$ cat config.mk
export PLATFORM = sky130hd
export DESIGN_NAME = feed_sequencer
export DESIGN_NICKNAME = d
export VERILOG_FILES = /design/src/rtl/feed_sequencer.sv
export SDC_FILE = /design/constraint.sdc
export NUM_CORES = 1
export LEC_CHECK = 0
export ABC_AREA = 1
export CAP_MARGIN = 20
export CORE_AREA = 3 3 319 321
export DETAILED_ROUTE_END_ITERATION = 6
export DIE_AREA = 0 0 322 324
export PLACE_DENSITY_LB_ADDON = 0.05
export SLEW_MARGIN = 20
export SYNTH_ARGS = -nofsm -noshare
export SYNTH_HDL_FRONTEND = slang
export SYNTH_SLANG_ARGS = --single-unit
export TNS_END_PERCENT = 1
$ cat constraint.sdc
create_clock -name clk -period 9.9 [get_ports clk]
set_input_delay 0.99 -clock clk [delete_from_list [all_inputs] [get_ports clk]]
set_output_delay 0.99 -clock clk [all_outputs]
set_load 0.01 [all_outputs]
$ cat src/rtl/feed_sequencer.sv
// Arbitrates two redundant market-data feeds (A/B) into one gap-free, in-order stream.
// Duplicates are dropped, and a missing sequence number is skipped after GAP_TIMEOUT stalled cycles.
module feed_sequencer #(
    parameter int FIFO_DEPTH  = 4,
    parameter int GAP_TIMEOUT = 16
) (
    input  logic         clk,
    input  logic         rst,
    input  logic         a_valid_i,
    input  logic [167:0] a_msg_i,
    output logic         a_ready_o,
    input  logic         b_valid_i,
    input  logic [167:0] b_msg_i,
    output logic         b_ready_o,
    output logic         out_valid_o,
    output logic [167:0] out_msg_o,
    input  logic         out_ready_i,
    output logic [31:0]  expected_seq_o,
    output logic [15:0]  dup_count_o,
    output logic [15:0]  gap_count_o,
    output logic         gap_active_o
);

    localparam int PTR_W = (FIFO_DEPTH > 1) ? $clog2(FIFO_DEPTH) : 1;
    localparam int CNT_W = PTR_W + 1;
    localparam int TMR_W = $clog2(GAP_TIMEOUT + 1);

    typedef enum logic {
        ST_NORMAL = 1'b0,
        ST_GAP    = 1'b1
    } state_e;

    state_e             state_q, state_d;
    logic [TMR_W-1:0]   timer_q, timer_d;
    logic [31:0]        exp_q, exp_d;
    logic [15:0]        dup_q, dup_d;
    logic [15:0]        gap_q, gap_d;
    logic [PTR_W-1:0]   wr_ptr_q, rd_ptr_q;
    logic [CNT_W-1:0]   count_q, count_d;
    logic [167:0]       mem_q [FIFO_DEPTH];

    logic [31:0]  a_seq, b_seq, min_ahead_seq;
    logic         full, empty;
    logic         a_acc, b_acc, a_hit, b_hit, a_dup, b_dup;
    logic         a_ahead, b_ahead, any_ahead;
    logic         push, pop;
    logic [167:0] push_msg;
    logic [1:0]   dup_inc;
    logic [16:0]  dup_sum, gap_sum;

    assign a_seq = a_msg_i[39:8];
    assign b_seq = b_msg_i[39:8];

    // Fullness comes from registered occupancy only, so a pop never frees a slot in the same cycle.
    assign full  = (count_q == CNT_W'(FIFO_DEPTH));
    assign empty = (count_q == '0);

    assign a_ready_o = !rst && !full && (!a_valid_i || (a_seq <= exp_q));
    assign b_ready_o = !rst && !full && (!b_valid_i || (b_seq <= exp_q));

    assign a_acc = a_valid_i && a_ready_o;
    assign b_acc = b_valid_i && b_ready_o;
    assign a_hit = a_acc && (a_seq == exp_q);
    assign b_hit = b_acc && (b_seq == exp_q);
    assign a_dup = a_acc && (a_seq < exp_q);
    assign b_dup = b_acc && (b_seq < exp_q);

    // A wins a same-cycle tie; B's copy then counts as a duplicate.
    assign push     = a_hit || b_hit;
    assign push_msg = a_hit ? a_msg_i : b_msg_i;
    assign dup_inc  = {1'b0, a_dup} + {1'b0, b_dup} + {1'b0, a_hit && b_hit};
    assign dup_sum  = {1'b0, dup_q} + {15'd0, dup_inc};
    assign gap_sum  = {1'b0, gap_q} + 17'd1;

    assign a_ahead   = a_valid_i && (a_seq > exp_q);
    assign b_ahead   = b_valid_i && (b_seq > exp_q);
    assign any_ahead = a_ahead || b_ahead;

    always_comb begin
        min_ahead_seq = b_seq;
        if (a_ahead && b_ahead) begin
            min_ahead_seq = (a_seq < b_seq) ? a_seq : b_seq;
        end else if (a_ahead) begin
            min_ahead_seq = a_seq;
        end
    end

    assign out_valid_o    = !rst && !empty;
    assign out_msg_o      = mem_q[rd_ptr_q];
    assign pop            = out_valid_o && out_ready_i;
    assign expected_seq_o = exp_q;
    assign dup_count_o    = dup_q;
    assign gap_count_o    = gap_q;
    assign gap_active_o   = !rst && (state_q == ST_GAP);

    always_comb begin
        state_d = state_q;
        timer_d = timer_q;
        gap_d   = gap_q;
        exp_d   = push ? exp_q + 32'd1 : exp_q;
        dup_d   = dup_sum[16] ? 16'hFFFF : dup_sum[15:0];
        unique case (state_q)
            ST_NORMAL: begin
                if (!full && !push && any_ahead) begin
                    state_d = ST_GAP;
                    timer_d = TMR_W'(1);
                end
            end
            ST_GAP: begin
                if (push || !any_ahead) begin
                    state_d = ST_NORMAL;
                    timer_d = '0;
                end else if (timer_q == TMR_W'(GAP_TIMEOUT)) begin
                    // Give up on the missing numbers; the ahead message is taken next cycle.
                    exp_d   = min_ahead_seq;
                    gap_d   = gap_sum[16] ? 16'hFFFF : gap_sum[15:0];
                    state_d = ST_NORMAL;
                    timer_d = '0;
                end else if (!full) begin
                    timer_d = timer_q + TMR_W'(1);
                end
            end
            default: begin
                state_d = ST_NORMAL;
                timer_d = '0;
            end
        endcase
    end

    always_comb begin
        count_d = count_q;
        unique case ({push, pop})
            2'b10:   count_d = count_q + CNT_W'(1);
            2'b01:   count_d = count_q - CNT_W'(1);
            default: count_d = count_q;
        endcase
    end

    always_ff @(posedge clk) begin
        if (rst) begin
            state_q  <= ST_NORMAL;
            timer_q  <= '0;
            exp_q    <= '0;
            dup_q    <= '0;
            gap_q    <= '0;
            wr_ptr_q <= '0;
            rd_ptr_q <= '0;
            count_q  <= '0;
        end else begin
            state_q <= state_d;
            timer_q <= timer_d;
            exp_q   <= exp_d;
            dup_q   <= dup_d;
            gap_q   <= gap_d;
            count_q <= count_d;
            if (push) begin
                wr_ptr_q <= wr_ptr_q + PTR_W'(1);
            end
            if (pop) begin
                rd_ptr_q <= rd_ptr_q + PTR_W'(1);
            end
        end
    end

    always_ff @(posedge clk) begin
        if (push) begin
            mem_q[wr_ptr_q] <= push_msg;
        end
    end

endmodule

Word-level counts from Yosys, hierarchy flattened --
Memories as Yosys holds them, arrays and structs flattened. A register that Yosys moved wholly into a read port is not among the register bits. Index checks and enable logic that the tools add are counted.
Storage, ports and cells: RAM bits 672, logic and storage cells 94, memories 1, output and inout port bits 236, register bits 77
Cells by class: $lt $le $gt $ge 7, $add $sub $neg 10, reduce and logical (&&, ||, !) cells 34, bitwise gates (word level) 2, equal/unequal tests 8, mux-type cells 24
Memory list:
- mem_q | depth 4, bits a word 168, rd ports 1, clocked after Yosys merged registers in 1, wr ports 1, RTL line 40 | logic [167:0] mem_q [FIFO_DEPTH];
Operator list (number):
- $mux 32 | 7
- $mux 168 | 1
- $lt 32x32->1 | 3
- $eq 32x32->1 | 2
- $gt 32x32->1 | 2
- $le 32x32->1 | 2
- $add 32x1->32 const B | 1
- $mux 16 | 2
- $mux 5 | 4
- $logic_and 1x1->1 | 18
- $add 16x1->17 const B | 1
- $add 16x2->17 | 1
- $pmux 5 s2 | 1
- $logic_not 1->1 | 7
- $pmux 3 s2 | 1
- $add 5x1->5 const B | 1
- $eq 5x5->1 const B | 1
- $logic_or 1x1->1 | 5
- $mux 1 | 5
- $add 2x1->2 const B | 2
- $mux 2 | 2
- $ne 4x2->1 const B | 1
- $add 3x1->3 const B | 1
- $eq 3x3->1 const B | 1
- 12 further kinds | 13

Depth between registers and ports, before layout --
Gate-level depths: netlist (run 1).
depth in word-level cells 12, gate-level depth with buffers 37, depth with buffers taken out 35

Least setup slack after synthesis (run 1) --
OpenSTA, ideal clock, no wires.
path kind input to register, start input port a_msg_i[23], end memory mem_q[0][0] (enable), path buffers 1, stages on the path 14, data arrival time 9480 ps, slack -278 ps, cells stage by stage ha_1 -> nand2_1 -> nor2_2 -> nand2_1 -> nor2_1 -> inv_2 -> nor3_4 -> nor2_1 -> nand2_2 -> nand4_4 -> nand2_4 -> inv_2 -> buf_2 -> nor2_1
On the way: cells in the longest elaborated chain, start to end 8, elaborated cells on any way between the ends 9, classes of those cells order compare: 1; eq/ne: 1; mux: 2; reduce/logical: 5
Ends and longest elaborated chain:
- from (decl) | RTL line 10 | input logic [167:0] a_msg_i,
- $le 32x32->1 | RTL line 58 | assign a_ready_o = !rst && !full && (!a_valid_i || (a_seq <= exp_q));
- $logic_or 1x1->1 | RTL line 58
- $logic_and 1x1->1 | RTL line 58
- $logic_and 1x1->1 | RTL line 61 | assign a_acc = a_valid_i && a_ready_o;
- $logic_and 1x1->1 (*) | RTL line 63 | assign a_hit = a_acc && (a_seq == exp_q);
- $logic_or 1x1->1 (*) | RTL line 69 | assign push = a_hit || b_hit;
- $mux 1 (*) | RTL line 166 | if (push) begin
- $mux 1 (not written as such) (*) | RTL line 167 | mem_q[wr_ptr_q] <= push_msg;
- to (decl) | RTL line 40
Every way passes the cells marked *; elsewhere a longest branch is shown, timed or not.

Final worst setup path (run 1) --
start input port a_msg_i[23], end register dup_q[14] (netlist: dup_count_o[14])
On the way: cells in the longest elaborated chain, start to end 9, elaborated cells on any way between the ends 13, classes of those cells add/sub: 3; order compare: 2; eq/ne: 1; mux: 1; reduce/logical: 6
Ends and longest elaborated chain:
- $le 32x32->1 | RTL line 58
- $logic_or 1x1->1 | RTL line 58
- $logic_and 1x1->1 | RTL line 58
- $logic_and 1x1->1 | RTL line 61
- $logic_and 1x1->1 (on tied branches) | RTL line 65, 63
- $add 1x1->2 or $logic_and 1x1->1 (tied branches) | RTL line 71 | assign dup_inc = {1'b0, a_dup} + {1'b0, b_dup} + {1'b0, a_hit && b_hit};
- $add 2x1->2 (*) | RTL line 71
- $add 16x2->17 (*) | RTL line 72 | assign dup_sum = {1'b0, dup_q} + {15'd0, dup_inc};
- $mux 16 (*) | RTL line 101 | dup_d = dup_sum[16] ? 16'hFFFF : dup_sum[15:0];
- to (signal assigned) | RTL line 153 | dup_q <= dup_d;
- to (decl) | RTL line 36 | logic [15:0] dup_q, dup_d;
Marks and branches as above. A chain may end at the register's enable or synchronous reset.

==> reports/metrics.cfg, run 1 <==
[placement]
io_buffers=576
hpwl_um=73100
dpl.cell_count=4860
dp_slack_ns=2.95
gp_congestion=0.859

[global_routing]
grtUsageTotal_pct=20.3
grt_max_degree=239
grt_pass1_vias=25200
grt_pass1_wl_um=160000
antenna_found_initial=1
overflow=0

[sta]
rsz0062_at_grt=no
slew_headroom_pct=27.2
fmax_ghz=0.159
fin_worst_skew_ns=0.0200
hold_ws_ns=0.491
layout_worst_path_cycle_share_pct=63.3
period_needed_ns=6.27
layout_setup_ws_ns=3.63
maxSlewViolCount=0
tightest_slew_ns=1.09
hold_viol_final=0
finalSetupViolations=0

[power_and_ir_drop]
leakage_nw=15.6
power_mw=7.02
vdd_drop_max_uv=116
power_density_mw_per_mm2=158

[logic_synthesis]
synth_cells=3127
synth_top_family_by_area=simple AND/OR/NAND/NOR gates
synthFlopType=edfxtp_1
synth.lib_cells_used.distinct=44
synth_top_area_share_pct=58.4
muxShareOfSynthArea_pct=4.43
synth-compound-area-share_pct=11.6
yosys_warnings=0
synth-edff-count=672
syn_area_mm2=0.0346
yosysTopAreaCell=edfxtp_1
syn_nets=3577
synth_xor_area_share_pct=0.608
yosys.area_share.simple_pct=12.3
synthTopCellsByArea=edfxtp_1 (58%), o21ai_0 (5.6%), nor2_1 (5.2%)
async_flop_share_pct=0
ys_ff_latch=751
synth_fa_ha_area_share_pct=4.01
ys_seq_area_share_pct=62.9
syn_avg_cell_area_um2=11.1

[clocking]
worstSkewPairLatency_ns=0.64
clk_pin_slew_ns=0.06
post_cts_buffers=0
cts_sinks=751
cts_buffer_depth=3
hold_buffers=0
post_cts_resized=0
clockRootBuffer=clkbuf_16
h-tree-depth=3
cts_tree=done
cts_buffers=85

[worst_setup_path]
cpPeakStageDelay_ns=0.52
start_kind=input pin
path_class=in -> reg
slowest_stage=fa_1
crit_path_frequent_cell=nor2_1
required_ns=10.42
crit_path_max_fanout=28
cp.arrival_ns=6.79
critPathCaptureType=flip-flop

[layout]
layout.nets=4101
drive_above_1_share_pct=8.74
antenna_cells=0
instances_no_fill=5017
areaGrowthSynthToFinish_pct=28.5

[outcome]
status=finished, final reports clean

[floorplan]
initial_utilization_pct=34.7
ios=577
die_height_um=324
core_area_mm2=0.0996
num_rows=116
die_w_um=322
fp.dieArea_mm2=0.104

[drt]
ant_nets=0
drt_pre_antenna_iters=5
drc=0
post_drt_wl_per_cell_um=21.9
wl_um=110000
vias_per_cell=5.14
dr_total_vias=25800
drtIter0Drc=1650

[flow_run]
cap_violations=0

[hold_path]
hp-class=reg -> reg

-- kinds of logic (layout without fill, tap and decap cells) --
family,after synthesis,in the layout
compound gates,739,739
buf+inv,347,939
flops,751,751
xor+xnor,24,24
simple gates,1021,1021
mux,136,136
fa+ha+maj,109,109
-- worst max-delay path, delay by kind of cell --
kind | cells | cell delay [ns]
AOI/OAI and AO/OA | 1 | 0.15
adders and majority gates | 4 | 1.27
buffers and inverters | 6 | 1.21
and+or+nand+nor | 18 | 3.12
-- worst paths after layout --
check                                        start              end  slack (ns)  depth (start not counted)
worst max-delay path                   a_msg_i[23]  dup_count_o[14]        3.63                         29
worst min-delay path                   rd_ptr_q[1]      rd_ptr_q[1]        0.49                          1
worst max register to register  expected_seq_o[15]  dup_count_o[14]        3.88                         29
worst min register to register         rd_ptr_q[1]      rd_ptr_q[1]        0.49                          1
-- power breakdown --
part	internal, mW	switching (mW)	total (mW)
Sequential	3.45	0.00195	3.45
Combinational	0.190	0.189	0.379
Clock	1.94	1.26	3.19
-- flip-flops by register name, summed over array words and instances (netlist names), named ones only --
register and count:
mem_q 672, expected_seq_o 32, dup_count_o 16, gap_count_o 16, timer_q 5, count_q 3, rd_ptr_q 2, wr_ptr_q 2
state_q 1
-- metrics by stage --
| step | area [um^2] | utilization (%) | TNS, ns |
|---|---|---|---|
| 4_1_cts | 44400 | 44.6 | 0 |
| 5_1_grt | 44400 | 44.6 | 0 |
| 3_5_place_dp | 41500 | 41.7 | 0 |
| 6_report | 44400 | 44.6 | 0 |
| 3_3_place_gp | 41500 | 41.7 | 0 |
| 2_1_floorplan | 34600 | - | -186.71 |
-- cell usage in the layout (no fill, tap or decap), drive strengths merged, types with 3 or more instances in the layout --
cell           Yosys  routed
edfxtp           672     672
clkdlybuf4s50      0     576
nor2             480     480
o21ai            392     392
nand2            356     356
o22ai            194     194
inv              176     180
mux2             136     136
a21oi            123     123
clkbuf           127     107
ha               106     106
nand3             96      96
dfxtp             79      79
buf               43      31
clkinv             1      30
nor3              28      28
nand4             24      24
o211ai            21      21
nor3b             19      19
xor2              15      15
bufinv             0      10
xnor2              9       9
nor4               8       8
or2                6       6
o21a               5       5
clkinvlp           0       5
and3               3       3
fa                 3       3
-- layer usage --
metal,track usage (%),up-vias,routed length (um),part of all wire [%]
met2,36.2,705,55800,51
met4,4.28,2,1820,1.7
met5,0,-,8,0.0073
met1,25.5,12600,46300,42
met3,4.09,128,6120,5.6
li1,-,12300,-,-
-- synth_stat cells, types with 9 or more instances --
master,number
o22ai_1,194
xor2_1,15
nand3_1,95
ha_1,106
nor3b_1,18
edfxtp_1,672
nand2_1,350
o21ai_0,389
dfxtp_1,79
clkbuf_1,127
buf_2,26
mux2_2,136
inv_1,172
a21oi_1,123
nor3_1,27
o211ai_1,21
xnor2_1,9
nand4_1,22
nor2_1,477
-- layout make-up --
class	count	area (um^2)
inverter	177	674
sequential	751	21800
clock inverter	48	529
multi-input combinational	2029	11400
fill	9156	55100
tap	1298	1620
timing repair buffer	607	6060
clock buffer	107	2330
Note: power is estimated with default switching activity, not from simulation.
==> run 2: changes to the inputs <==
==> constraint.sdc (replaced) <==
create_clock -name clk -period 5.65 [get_ports clk]
set_input_delay 0.565 -clock clk [delete_from_list [all_inputs] [get_ports clk]]
set_output_delay 0.565 -clock clk [all_outputs]
set_load 0.01 [all_outputs]
==> run 2 against run 1 <==
Register-to-register slack got worse by 3.3 ns. Hold slack gained 0.0037 ns. Non-clock buffer count rose by 26. Highest routed layer unchanged. Sequential power grew 75%. Count of clock-buffer cells in the layout did not move. Largest power group unchanged. First-iteration DRC count is 13% higher. Routed wire length hardly changed. Final cell count is 0.46% higher. Clock power up 64%. Sequential cell count unchanged. Sequential share of layout area fell by 0.10 points. Critical path depth is the same.
==> reports/metrics.cfg, run 2 (same netlist as run 1, synthesis figures left out) <==
[global_routing]
grt_pass1_wl_um=160000
grtUsageTotal_pct=20.4
grt_max_degree=181
overflow=0
antenna_found_initial=2
grt_pass1_vias=25600

[clocking]
h-tree-depth=3
cts_buffer_depth=3
clk_pin_slew_ns=0.07
post_cts_resized=0
hold_buffers=0
cts_tree=done
cts_buffers=86
worstSkewPairLatency_ns=0.65
clockRootBuffer=clkbuf_16
post_cts_buffers=0
cts_sinks=751

[hold_path]
hp-class=reg -> reg
whs_path_depth=1
min_from=rd_ptr_q[1]
hold_end=rd_ptr_q[1]

[sta]
hold_ws_ns=0.495
slew_headroom_pct=26.9
finalSetupViolations=0
fin_worst_skew_ns=0.0205
tightest_slew_ns=1.09
maxSlewViolCount=0
period_needed_ns=5.09
rsz0062_at_grt=no
layout_worst_path_cycle_share_pct=90.0
hold_viol_final=0
fmax_ghz=0.197

[layout]
fillers=9219
drive_above_1_share_pct=9.22
final_cell_mix=edfxtp_1 (672), clkdlybuf4s50_1 (576), nor2_1 (473)
areaGrowthSynthToFinish_pct=28.8
layout.nets=4128
finalCoreUtilization_pct=44.7
layout_commonest_cell=edfxtp_1
antenna_cells=0
largest_reg_flops=672
top_register=mem_q

[placement]
gp_congestion=0.890
io_buffers=576
hpwl_um=72100

[worst_setup_path]
cp.arrival_ns=5.63
crit_path_max_fanout=5
crit_path_frequent_cell=nand2_1
slowest_stage=fa_1
r2r-end=dup_count_o[14]
ff2ff_setup_slack_ns=0.56
start_kind=flip-flop
critPathCaptureType=flip-flop
path_class=reg -> reg
r2r-start=expected_seq_o[15]
reg2regPathDepth=29
cpPeakStageDelay_ns=0.51
required_ns=6.19

[outcome]
status=finished, final reports clean

[power_and_ir_drop]
p_sw_share_pct=21.4
pwr-share-seq_pct=50.7
power_density_mw_per_mm2=268
leakage_nw=15.6
clockPowerShare_pct=43.7
switching_power_mw=2.55
power_frac_comb_pct=5.6
p_int_mw=9.38
vdd_drop_max_uv=194

[drt]
wl_um=110000
ant_nets=0
drc=0
post_drt_wl_per_cell_um=21.8
drtIter0Drc=1871
dr_total_vias=25900
drt_pre_antenna_iters=5
vias_per_cell=5.13

[floorplan]
ios=577
core_area_mm2=0.0996
fp.dieArea_mm2=0.104
die_w_um=322
initial_utilization_pct=34.7
die_height_um=324
num_rows=116

[flow_run]
cap_violations=0

[run 2: cell types whose count changed in the layout (fill, tap and decap cells not counted), sizes merged]
cell / previous run / this run
inv: 180 / 181
buf: 31 / 57
clkinvlp: 5 / 3
clkinv: 30 / 34
bufinv: 10 / 4
[run 2: layout make-up]
cell class	count	area [um^2]	share of cell area, %
clock buffer	107	2230	5.01
clock inverter	45	405	0.911
inverter	177	674	1.51
timing repair buffer	633	6380	14.3
tap	1298	1620	3.65
multi-input combinational	2029	11400	25.7
sequential	751	21800	48.9
[run 2: how the worst max path moves through the flow]
stage,startpoint,to,depth (start not counted),slack [ns]
2_1_floorplan,a_msg_i[23],mem_q[0][0],14,-1.27
3_3_place_gp,a_msg_i[23],dup_count_o[14],28,0.22
3_5_place_dp,a_msg_i[23],dup_count_o[14],28,0.07
4_1_cts,expected_seq_o[15],dup_count_o[14],29,0.54
5_1_grt,expected_seq_o[13],dup_count_o[14],28,0.05
6_report,expected_seq_o[15],dup_count_o[14],29,0.56
[run 2: critical path, delay by kind of cell, from the launching register on]
kind	cells	cell delay, ns
adder cells (fa/ha/maj)	4	1.20
AND/OR/NAND/NOR	15	2.23
AO/OA/AOI/OAI	4	0.68
flip-flops	1	0.30
buffers and inverters	6	0.59
[run 2: routing by layer]
layer	GRT usage (%)	wire [um]	vias to the layer above
met5	0	24	-
li1	-	-	12300
met3	4.55	6930	159
met4	7.23	3360	4
met2	35.9	54800	750
met1	24.5	44800	12600
[run 2: per-stage QoR]
stage          cell area [um^2]  cells  TNS (ns)  power (mW)  setup WS, ns
6_report                  44500   5040         0        11.9         0.562
5_1_grt                   44500   5040         0        12.4        0.0490
4_1_cts                   44500   5040         0        12.1         0.541
3_5_place_dp              41900   4888         0        6.83        0.0739
3_3_place_gp              41900   4888         0        6.82         0.224
2_1_floorplan             34600   3127   -851.07        6.43         -1.27
[run 2: power groups by stage]
stage / Clock [mW] / Combinational (mW) / Sequential [mW]
5_1_grt: 5.63 / 0.731 / 6.04
6_report: 5.22 / 0.672 / 6.05
4_1_cts: 5.39 / 0.672 / 6.04
3_5_place_dp: 0 / 0.668 / 6.16
2_1_floorplan: 0 / 0.265 / 6.16
3_3_place_gp: 0 / 0.656 / 6.16
==> run 3: changes to the inputs <==
--- a/config.mk
+++ b/config.mk
@@ -6,7 +6,7 @@
 export NUM_CORES = 1
 export LEC_CHECK = 0
 export ABC_AREA = 1
-export CAP_MARGIN = 20
+export CAP_MARGIN = 5
 export CORE_AREA = 3 3 319 321
 export DETAILED_ROUTE_END_ITERATION = 6
 export DIE_AREA = 0 0 322 324
==> results of run 3 <==
Same layout as run 2: the final DEF is identical, and so are final timing and power.
